## config.mk

```make
export PLATFORM = sky130hd
export DESIGN_NAME = fetch_unit_flat
export DESIGN_NICKNAME = d
export VERILOG_FILES = /design/src/rtl/fetch_unit_pkg.sv /design/src/rtl/fetch_unit_if.sv /design/src/rtl/fetch_unit.sv /design/src/flat_wrapper.sv
export SDC_FILE = /design/constraint.sdc
export NUM_CORES = 1
export LEC_CHECK = 0
export CORE_UTILIZATION = 42
export DETAILED_ROUTE_END_ITERATION = 10
export PLACE_DENSITY = 0.79
export SKIP_LAST_GASP = 1
export SLEW_MARGIN = 20
export SYNTH_ARGS = -nofsm -noshare
export SYNTH_HDL_FRONTEND = slang
export SYNTH_SLANG_ARGS = --single-unit
```

## constraint.sdc

```tcl
create_clock -name clk -period 1.75 [get_ports clk]
set_input_delay 0.175 -clock clk [delete_from_list [all_inputs] [get_ports clk]]
set_output_delay 0.175 -clock clk [all_outputs]
set_load 0.05 [all_outputs]
```

## src/rtl/fetch_unit_pkg.sv

```systemverilog
// fetch_unit_pkg: opcode constants, instruction field positions and default widths for the fetch stage.
package fetch_unit_pkg;
  localparam int DEF_ADDR_W = 10;
  localparam int DEF_INSTR_W = 16;
  localparam int OP_MSB = 15;
  localparam int OP_LSB = 11;
  localparam int TGT_MSB = 10;
  localparam int TGT_LSB = 1;
  localparam logic [4:0] OPCODE_NOP = 5'h00;
  localparam logic [4:0] OPCODE_MVL = 5'h01;
  localparam logic [4:0] OPCODE_ADD = 5'h02;
  localparam logic [4:0] OPCODE_SUB = 5'h03;
  localparam logic [4:0] OPCODE_LD  = 5'h04;
  localparam logic [4:0] OPCODE_ST  = 5'h05;
  localparam logic [4:0] OPCODE_BEQ = 5'h06;
  localparam logic [4:0] OPCODE_JMP = 5'h1E;
  typedef struct packed {
    logic [DEF_INSTR_W-1:0] instr;
    logic [DEF_ADDR_W-1:0]  pc;
  } fetch_pkt_t;
  function automatic logic is_jmp(input logic [DEF_INSTR_W-1:0] w);
    return w[OP_MSB:OP_LSB] == OPCODE_JMP;
  endfunction
  function automatic logic [DEF_ADDR_W-1:0] jmp_target(input logic [DEF_INSTR_W-1:0] w);
    return w[TGT_MSB:TGT_LSB];
  endfunction
endpackage

```

## src/rtl/fetch_unit_if.sv

```systemverilog
// fetch_unit_if: ROM port, decode handshake and execute redirect of the fetch stage.
interface fetch_unit_if
  import fetch_unit_pkg::*;
#(
  parameter int ADDR_W = DEF_ADDR_W,
  parameter int INSTR_W = DEF_INSTR_W
);
  logic [ADDR_W-1:0]  rom_addr;
  logic [INSTR_W-1:0] rom_data;
  logic [INSTR_W-1:0] instr;
  logic [ADDR_W-1:0]  instr_pc;
  logic               instr_valid;
  logic               instr_ready;
  logic               redirect_valid;
  logic [ADDR_W-1:0]  redirect_pc;
  modport master (
    output rom_addr, instr, instr_pc, instr_valid,
    input  rom_data, instr_ready, redirect_valid, redirect_pc
  );
  modport slave (
    input  rom_addr, instr, instr_pc, instr_valid,
    output rom_data, instr_ready, redirect_valid, redirect_pc
  );
endinterface

```

## src/rtl/fetch_unit.sv

```systemverilog
// fetch_unit: PC-driven ROM fetch with registered valid/ready output and execute redirects.
// Define FETCH_JMP_FOLD_EN to consume JMP words in fetch (static jump folding).
module fetch_unit
  import fetch_unit_pkg::*;
#(
  parameter int ADDR_W = DEF_ADDR_W,
  parameter int INSTR_W = DEF_INSTR_W,
  parameter logic [ADDR_W-1:0] RESET_VECTOR = '0
) (
  input  logic        clk,
  input  logic        rst,
  fetch_unit_if.master bus
);
  logic [ADDR_W-1:0]  pc_q, pc_d, ipc_q, ipc_d;
  logic [INSTR_W-1:0] instr_q, instr_d;
  logic               valid_q, valid_d;
  logic               advance, fold, load;
`ifdef FETCH_JMP_FOLD_EN
  assign fold = advance && !bus.redirect_valid && is_jmp(bus.rom_data);
`else
  assign fold = 1'b0;
`endif
  always_comb begin
    advance = !valid_q || bus.instr_ready;
    load    = advance && !bus.redirect_valid && !fold;
    pc_d    = bus.redirect_valid ? bus.redirect_pc :
              fold               ? ADDR_W'(jmp_target(bus.rom_data)) :
              advance            ? pc_q + ADDR_W'(1) : pc_q;
    valid_d = (bus.redirect_valid || fold) ? 1'b0 : advance ? 1'b1 : valid_q;
    instr_d = load ? bus.rom_data : instr_q;
    ipc_d   = load ? pc_q : ipc_q;
  end
  always_ff @(posedge clk or posedge rst) begin
    if (rst) begin
      pc_q    <= RESET_VECTOR;
      ipc_q   <= '0;
      instr_q <= '0;
      valid_q <= 1'b0;
    end else begin
      pc_q    <= pc_d;
      ipc_q   <= ipc_d;
      instr_q <= instr_d;
      valid_q <= valid_d;
    end
  end
  assign bus.rom_addr    = pc_q;
  assign bus.instr       = instr_q;
  assign bus.instr_pc    = ipc_q;
  assign bus.instr_valid = valid_q;
endmodule

```

## src/flat_wrapper.sv

```systemverilog
// flat-port wrapper written by rule: the top's interface ports become plain ports
module fetch_unit_flat import fetch_unit_pkg::*;
#(
  parameter int ADDR_W = DEF_ADDR_W,
  parameter int INSTR_W = DEF_INSTR_W,
  parameter logic [ADDR_W-1:0] RESET_VECTOR = '0
)
  (clk, rst, bus_rom_addr, bus_instr, bus_instr_pc, bus_instr_valid, bus_rom_data, bus_instr_ready, bus_redirect_valid, bus_redirect_pc);
  fetch_unit_if #(.ADDR_W(ADDR_W), .INSTR_W(INSTR_W)) bus_i ();
  input  logic clk;
  input  logic rst;
  output wire logic [$bits(bus_i.rom_addr)-1:0] bus_rom_addr;
  output wire logic [$bits(bus_i.instr)-1:0] bus_instr;
  output wire logic [$bits(bus_i.instr_pc)-1:0] bus_instr_pc;
  output wire logic [$bits(bus_i.instr_valid)-1:0] bus_instr_valid;
  input wire logic [$bits(bus_i.rom_data)-1:0] bus_rom_data;
  input wire logic [$bits(bus_i.instr_ready)-1:0] bus_instr_ready;
  input wire logic [$bits(bus_i.redirect_valid)-1:0] bus_redirect_valid;
  input wire logic [$bits(bus_i.redirect_pc)-1:0] bus_redirect_pc;
  assign bus_rom_addr = bus_i.rom_addr;
  assign bus_instr = bus_i.instr;
  assign bus_instr_pc = bus_i.instr_pc;
  assign bus_instr_valid = bus_i.instr_valid;
  assign bus_i.rom_data = bus_rom_data;
  assign bus_i.instr_ready = bus_instr_ready;
  assign bus_i.redirect_valid = bus_redirect_valid;
  assign bus_i.redirect_pc = bus_redirect_pc;
  fetch_unit #(.ADDR_W(ADDR_W), .INSTR_W(INSTR_W), .RESET_VECTOR(RESET_VECTOR)) u_core (.clk(clk), .rst(rst), .bus(bus_i));
endmodule
```

==> results of run 1 <==
==> logic make-up after synthesis <==
group	count (synthesis)
flip-flops	37
multiplexers	27
AND/OR/NAND/NOR	27
AO/OA/AOI/OAI	10
XOR/XNOR	9
buffers and inverters	7
adder cells (fa/ha/maj)	1
==> routing by layer <==
| metal | vias to the layer above | part of all wire | wire length, um |
|---|---|---|---|
| met5 | - | 0 | 0 |
| met4 | 0 | 0.010 | 33 |
| met3 | 4 | 0.063 | 209 |
| met2 | 41 | 0.51 | 1703 |
| met1 | 566 | 0.41 | 1360 |
| li1 | 557 | - | - |
==> stage by stage <==
stage,worst slack (ns),instances
after CTS,0.06779,237
after global routing,0.03707,237
after floorplan,0.1752,118
final,0.08181,237
after detailed placement,0.1642,231
after global placement,0.2104,231
==> synth_stat cells (all sizes together), types with 2 or more instances <==
master / n
dfrtp: 37
buf: 4
mux2: 26
and3: 2
nand2: 13
xor2: 5
nand4: 5
xnor2: 4
nor4: 2
inv: 2
o21ai: 10
==> layout make-up <==
class / instances / area (um2)
tap: 48 / 60.06
multi-input combinational: 74 / 616.8
inverter: 2 / 7.507
fill: 287 / 1271
clock inverter: 1 / 5.005
sequential: 37 / 925.9
clock buffer: 5 / 68.82
timing repair buffer: 70 / 705.7
==> flip-flops by register name, indices dropped and copies added (netlist names) <==
name / flops
u_core.bus.instr: 16
u_core.bus.instr_pc: 10
u_core.bus.instr_valid: 1
u_core.bus.rom_addr: 10
==> worst min-delay path by stage <==
stage / startpoint / to / slack [ns] / cells past startpoint
after floorplan: bus_redirect_valid / u_core.bus.rom_addr[8] / 0.28 / 1
after global placement: rst / u_core.bus.instr[12] / 0.47 / 2
final: rst / u_core.bus.instr[11] / 0.17 / 2
after detailed placement: rst / u_core.bus.instr[12] / 0.49 / 2
after global routing: rst / u_core.bus.instr[12] / 0.21 / 2
after CTS: rst / u_core.bus.instr[12] / 0.18 / 2
==> power groups by stage <==
stage	clock network, mW	registers, mW	logic [mW]
global route	0.577	1.09	1.02
floorplan	0	1.50	0.197
detailed placement	0	1.09	0.980
CTS	0.552	1.07	0.984
global placement	0	1.08	0.969
finish	0.533	1.07	0.975
==> impl_summary.log, run 1 <==
[metrics] synthesized flop and latch total: 37
[metrics] nature of the critical path startpoint: flip-flop
[metrics] overall die area: 4064 um2
[metrics] final-report max-slew violation count: 0
[metrics] clock-pin slew of the registers on the worst-case setup and hold paths: 0.07 ns
[metrics] Critical Path Sink Type: output port
[metrics] most common cell after layout, fill and taps aside: clkdlybuf4s50_1
[metrics] antenna violations before repair: 0
[metrics] met2 Use GR: 0.3112
[metrics] weighted congestion at the end of routability-driven global placement: 0.8043
[metrics] XOR/XNOR Fraction of Synth Area: 0.04922
[metrics] sum of net half-perimeters after detailed placement: 2.478 mm
[metrics] switching power: 0.9634 mW
[metrics] P per Cell Area: 1079 nW/um2
[metrics] # nets final: 221
[metrics] Synthesis Warnings: 0
[metrics] RR Endpoint: u_core.bus.instr[11]
[metrics] die boundary width: 63.75 um
[metrics] Min Hold Slack: 0.1730 ns
[metrics] Synth async-reset ratio: 1.000
[metrics] complex-gate fraction of the synthesized area: 0.03594
[metrics] top fanout value on the critical path: 3
[metrics] Cells after Synth: 118
[metrics] worst-margin pin slew: 0.5251 ns
[metrics] portion of the clock cycle consumed by the worst path in the final layout: 0.9533
[metrics] leakage component of the power: 1.001 nW
[metrics] startpoint-to-endpoint class of the critical path: flip-flop to output port
[metrics] number of nets still failing antenna checks after routing: 0
[metrics] Core Footprint: 3661 um2
[metrics] Required @ worst endpoint: 1.57 ns
[metrics] number of setup buffers added after CTS: 0
[metrics] biggest cell delay along the critical path: 0.82 ns
[metrics] Layout Cell Area excl Fill: 2390 um2
[metrics] setup slack of the worst register-to-register path: 0.43 ns
[metrics] CP cell instances: clkdlybuf4s50_1
[metrics] utilization of the core after routing: 0.6528
[metrics] Clock Path Buffers: 2
[metrics] final hold violation count: 0
[metrics] Net Sw Frac: 0.3736
[metrics] commonest register cell after synthesis: dfrtp_1
[metrics] worst hold path type: primary input to asynchronous set/reset pin
[metrics] Area after DPL: 2316 um2
[metrics] cell class contributing the biggest share of worst-path delay: buffers and inverters
[metrics] clock tree skew after final layout: 0.003078 ns
[metrics] sum of internal, switching and leakage power: 2.579 mW
[metrics] met3 Use GR: 0.06071
[metrics] y dimension of the die: 63.75 um
[metrics] WP data arrival: 1.49 ns
[metrics] Layout area overhead: 49.22%
[metrics] run status: complete, no violations
[metrics] fraction of layout instances using a drive strength above 1: 0.2804
[metrics] number of enable-type register cells in the synthesized netlist: 0
[metrics] first element of the critical path: u_core.bus.rom_addr[9]
[metrics] insertion delay to the later sink of the worst-skew pair: 0.28 ns
[metrics] simple-gate share of the synthesized area: 0.1031
[metrics] post-synthesis share of cell area spent on full adders, half adders and majority gates: 0.007813
[metrics] Critical Path Stages: 1
[metrics] global-route met1 utilization: 0.2195
[metrics] combinational family with the most area after synthesis: multiplexers
[metrics] initial core utilization: 0.4375
[metrics] worst setup path endpoint: bus_rom_addr[9]
[metrics] sequential share of power: 0.415
[metrics] count of pins on the block boundary: 67
[metrics] final worst path period need: 1.668 ns
[metrics] power share of the combinational group: 0.378
[metrics] Seq/Total Area, Yosys: 0.5781
[metrics] clock group share of total power: 0.207
[metrics] setup violation total in the final timing report: 0
[metrics] number of global-route vias before repair: 1193
[metrics] number of distinct library cell variants in the gate-level netlist after synthesis: 22
[metrics] Synth top area share: 0.5781
[metrics] Peak supply drop: 645.1 uV
[metrics] TritonCTS clock tree: done
[metrics] total of cells resized after clock tree synthesis: 0
[metrics] Slowest-stage cell, CP: clkdlybuf4s50_1
[metrics] first-pass GRT wire length: 5.623 mm
[metrics] post-synthesis instance area: 1602 um2
[metrics] peak clock frequency supported by timing: 599.5 MHz
[metrics] total nets after synthesis: 149
[metrics] buffers and inverters on the worst path: 1
[metrics] Congestion Overflow GR: 0
[metrics] Setup TNS: 0 ns
[metrics] most used cells in the layout excluding fill and tap cells: clkdlybuf4s50_1, dfrtp_1, mux2_2, nand2_1, buf_4
[metrics] maximum number of pins on one net before global-route repair: 30
[metrics] overall routing resource usage: 0.1839
[metrics] violation count after the first detailed-route iteration: 15
[metrics] port buffer count: 66
[metrics] # Max-Cap Violations: 0
[metrics] number of remaining DRC errors: 0
[metrics] launch instance of the worst register-to-register path: u_core.bus.instr_valid
[metrics] total inserted antenna cells: 0
[metrics] cell type with the largest total area after synthesis: dfrtp_1
[metrics] unrepaired setup endpoints after global routing: false
[metrics] Slew headroom: 0.6489
[metrics] Top Usage Layer GRT: met2
[metrics] internal power consumption: 1.615 mW
[metrics] mux cell area share after synthesis: 0.1891
[metrics] number of CTS-inserted buffers: 5
[metrics] number of placement rows: 22
[metrics] routed vias: 1168
[metrics] top area cells in the synthesized netlist: dfrtp_1, mux2_2, nand2_1
[metrics] vias per std cell: 4.928
[metrics] number of iterations in the first detailed-routing pass: 4
[metrics] Worst R2R Path Depth: 4
[metrics] Sinks on Clock Net: 37
[metrics] H-tree depth: 2
[metrics] Routed WL per cell: 13.95 um
[metrics] total routed wirelength: 3.307 mm
[metrics] mean cell area of the mapped netlist: 13.57 um2
[metrics] Post-CTS Hold Buffers: 0
[metrics] root buf cell: clkbuf_8
(Power assumes the default switching activity.)
==> run 2: changes to the inputs <==
CORE_ASPECT_RATIO = 0.7   (was not set)
CTS_CLUSTER_DIAMETER = 60   (was not set)
MAX_ROUTING_LAYER = met4   (was not set)
==> impl_summary.log, run 2 (synthesis gave the netlist of run 1 again) <==
[metrics] utilization of the core after routing: 0.6771 (+0.02438)
[metrics] top fanout value on the critical path: 3 (unchanged)
[metrics] WP data arrival: 1.48 ns (about the same)
[metrics] sum of net half-perimeters after detailed placement: 2.471 mm (-0.28%)
[metrics] Clock Path Buffers: 2 (unchanged)
[metrics] CP cell instances: clkdlybuf4s50_1
[metrics] most common cell after layout, fill and taps aside: clkdlybuf4s50_1
[metrics] clock tree skew after final layout: 0.003225 ns (+0.0001471 ns)
[metrics] internal power consumption: 1.911 mW (+18%)
[metrics] biggest cell delay along the critical path: 0.81 ns (about the same)
[metrics] peak clock frequency supported by timing: 605.1 MHz (+0.94%)
[metrics] portion of the clock cycle consumed by the worst path in the final layout: 0.9444 (-0.008872)
[metrics] sequential share of power: 0.369 (-0.046)
[metrics] port buffer count: 66 (unchanged)
[metrics] initial core utilization: 0.4472 (+0.009782)
[metrics] final-report max-slew violation count: 0 (unchanged)
[metrics] Slowest-stage cell, CP: clkdlybuf4s50_1
[metrics] most used cells in the layout excluding fill and tap cells: clkdlybuf4s50_1, dfrtp_1, mux2_2, nand2_1, buf_4
[metrics] Slew headroom: 0.6536 (+0.004726)
[metrics] number of placement rows: 18 (-18%)
[metrics] RR Endpoint: u_core.bus.instr[0]
[metrics] overall die area: 4068 um2 (about the same)
[metrics] worst-margin pin slew: 0.5180 ns (-0.007066 ns)
[metrics] nature of the critical path startpoint: flip-flop
[metrics] number of remaining DRC errors: 0 (unchanged)
[metrics] # nets final: 220 (-0.45%)
[metrics] leakage component of the power: 1.026 nW (+2.5%)
[metrics] number of nets still failing antenna checks after routing: 0 (unchanged)
[metrics] buffers and inverters on the worst path: 1 (unchanged)
[metrics] power share of the combinational group: 0.334 (-0.044)
[metrics] H-tree depth: 2 (unchanged)
[metrics] count of pins on the block boundary: 67 (unchanged)
[metrics] Sinks on Clock Net: 37 (unchanged)
[metrics] root buf cell: clkbuf_8
[metrics] number of iterations in the first detailed-routing pass: 4 (unchanged)
[metrics] vias per std cell: 4.738 (-3.9%)
[metrics] Core Footprint: 3581 um2 (-2.2%)
[metrics] startpoint-to-endpoint class of the critical path: flip-flop to output port
[metrics] weighted congestion at the end of routability-driven global placement: 0.7929 (-1.4%)
[metrics] unrepaired setup endpoints after global routing: false
[metrics] TritonCTS clock tree: done
[metrics] first-pass GRT wire length: 5.313 mm (-5.5%)
[metrics] antenna violations before repair: 0 (unchanged)
[metrics] Congestion Overflow GR: 0 (unchanged)
[metrics] overall routing resource usage: 0.1845 (+0.0006181)
[metrics] number of setup buffers added after CTS: 0 (unchanged)
[metrics] y dimension of the die: 53.67 um (-16%)
[metrics] Largest register FFs: 16 (unchanged)
[metrics] total inserted antenna cells: 0 (unchanged)
[metrics] switching power: 0.9819 mW (+1.9%)
[metrics] Critical Path Sink Type: output port
[metrics] # Max-Cap Violations: 0 (unchanged)
[metrics] cell class contributing the biggest share of worst-path delay: buffers and inverters
[metrics] run status: complete, no violations
[metrics] worst setup path endpoint: bus_instr_valid
[metrics] number of CTS-inserted buffers: 5 (unchanged)
[metrics] Critical Path Stages: 1 (unchanged)
[metrics] Worst R2R Path Depth: 4 (unchanged)
[metrics] routed vias: 1137 (-2.7%)
[metrics] insertion delay to the later sink of the worst-skew pair: 0.28 ns (about the same)
[metrics] maximum number of pins on one net before global-route repair: 38 (+27%)
[metrics] count of fill cells added during filler insertion: 260 (-9.4%)
[metrics] Post-CTS Hold Buffers: 0 (unchanged)
[metrics] number of global-route vias before repair: 1105 (-7.4%)
[metrics] setup violation total in the final timing report: 0 (unchanged)
[metrics] die boundary width: 75.81 um (+19%)
[metrics] Setup WS pre-CTS: 0.1193 ns (-0.04490 ns)
[metrics] fraction of layout instances using a drive strength above 1: 0.2789 (-0.001476)
[metrics] clock-pin slew of the registers on the worst-case setup and hold paths: 0.07 ns (about the same)
[metrics] Peak supply drop: 821.0 uV (+27%)
[metrics] clock group share of total power: 0.296 (+0.089)
[metrics] Setup TNS: 0 ns (unchanged)
[metrics] min setup slack post-route: 0.09733 ns (+0.01553 ns)
[metrics] Net Sw Frac: 0.3394 (-0.03420)
[metrics] launch instance of the worst register-to-register path: u_core.bus.instr_valid
[metrics] final worst path period need: 1.653 ns (-0.01553 ns)
[metrics] Layout area overhead: 51.41%
[metrics] P per Cell Area: 1193 nW/um2 (+11%)
[metrics] total routed wirelength: 3.331 mm (+0.73%)
[metrics] first element of the critical path: u_core.bus.instr_valid
[metrics] setup slack of the worst register-to-register path: 0.41 ns (-0.02 ns)
[metrics] final hold violation count: 0 (unchanged)
[metrics] Required @ worst endpoint: 1.57 ns (about the same)
[metrics] worst hold path type: primary input to asynchronous set/reset pin
[metrics] total of cells resized after clock tree synthesis: 0 (unchanged)
[metrics] Routed WL per cell: 13.88 um (-0.53%)
[metrics] violation count after the first detailed-route iteration: 41 (+26)
## run 2: cell count changes in the layout (fill, tap and decap cells not counted), sizes merged
| cell | delta |
|---|---|
| bufinv | +2 |
| buf | -2 |
| dlymetal6s2s | +1 |
## run 2: how the worst min path moves through the flow
stage                               from                     end  slack (ns)  depth (start not counted)
floorplan             bus_redirect_valid  u_core.bus.rom_addr[8]        0.28                          1
global placement    u_core.bus.instr[15]    u_core.bus.instr[15]        0.49                          1
detailed placement  u_core.bus.instr[13]    u_core.bus.instr[13]        0.50                          1
CTS                                  rst     u_core.bus.instr[3]        0.33                          3
global route                         rst     u_core.bus.instr[3]        0.37                          3
finish                               rst     u_core.bus.instr[3]        0.31                          3
## run 2: per-stage QoR
| stage | power [mW] | area, um2 | cells | hold WS [ns] |
|---|---|---|---|---|
| finish | 2.893 | 2425 | 240 | 0.3114 |
| global route | 3.023 | 2425 | 240 | 0.3711 |
| CTS | 2.926 | 2422 | 240 | 0.3309 |
| detailed placement | 2.060 | 2288 | 232 | 0.4956 |
| global placement | 2.039 | 2288 | 232 | 0.4875 |
| floorplan | 1.698 | 1602 | 118 | 0.2834 |
## run 2: cell type report
| type | instances | area [um2] | area share |
|---|---|---|---|
| flip-flops and latches | 37 | 925.9 | 0.3818 |
| repair buffers | 69 | 678.2 | 0.2797 |
| multi-input cells | 74 | 616.8 | 0.2544 |
| clock buffers | 5 | 68.82 | 0.02838 |
| clock inverters | 3 | 65.06 | 0.02683 |
| well taps | 50 | 62.56 | 0.02580 |
| inverters | 2 | 7.507 | 0.003096 |
## run 2: power by group through the flow
stage / clock network, mW / registers, mW / logic, mW
4_1_cts: 0.878 / 1.07 / 0.977
6_report: 0.857 / 1.07 / 0.967
3_5_place_dp: 0 / 1.09 / 0.974
3_3_place_gp: 0 / 1.08 / 0.961
5_1_grt: 0.921 / 1.09 / 1.01
2_1_floorplan: 0 / 1.50 / 0.197
## run 2: routing by layer
layer	track usage	vias to the layer above	wire (um)
li1	-	549	-
met1	0.2512	538	1573
met2	0.2788	48	1504
met3	0.05243	2	245
met4	0.03395	0	7
met5	-	-	0
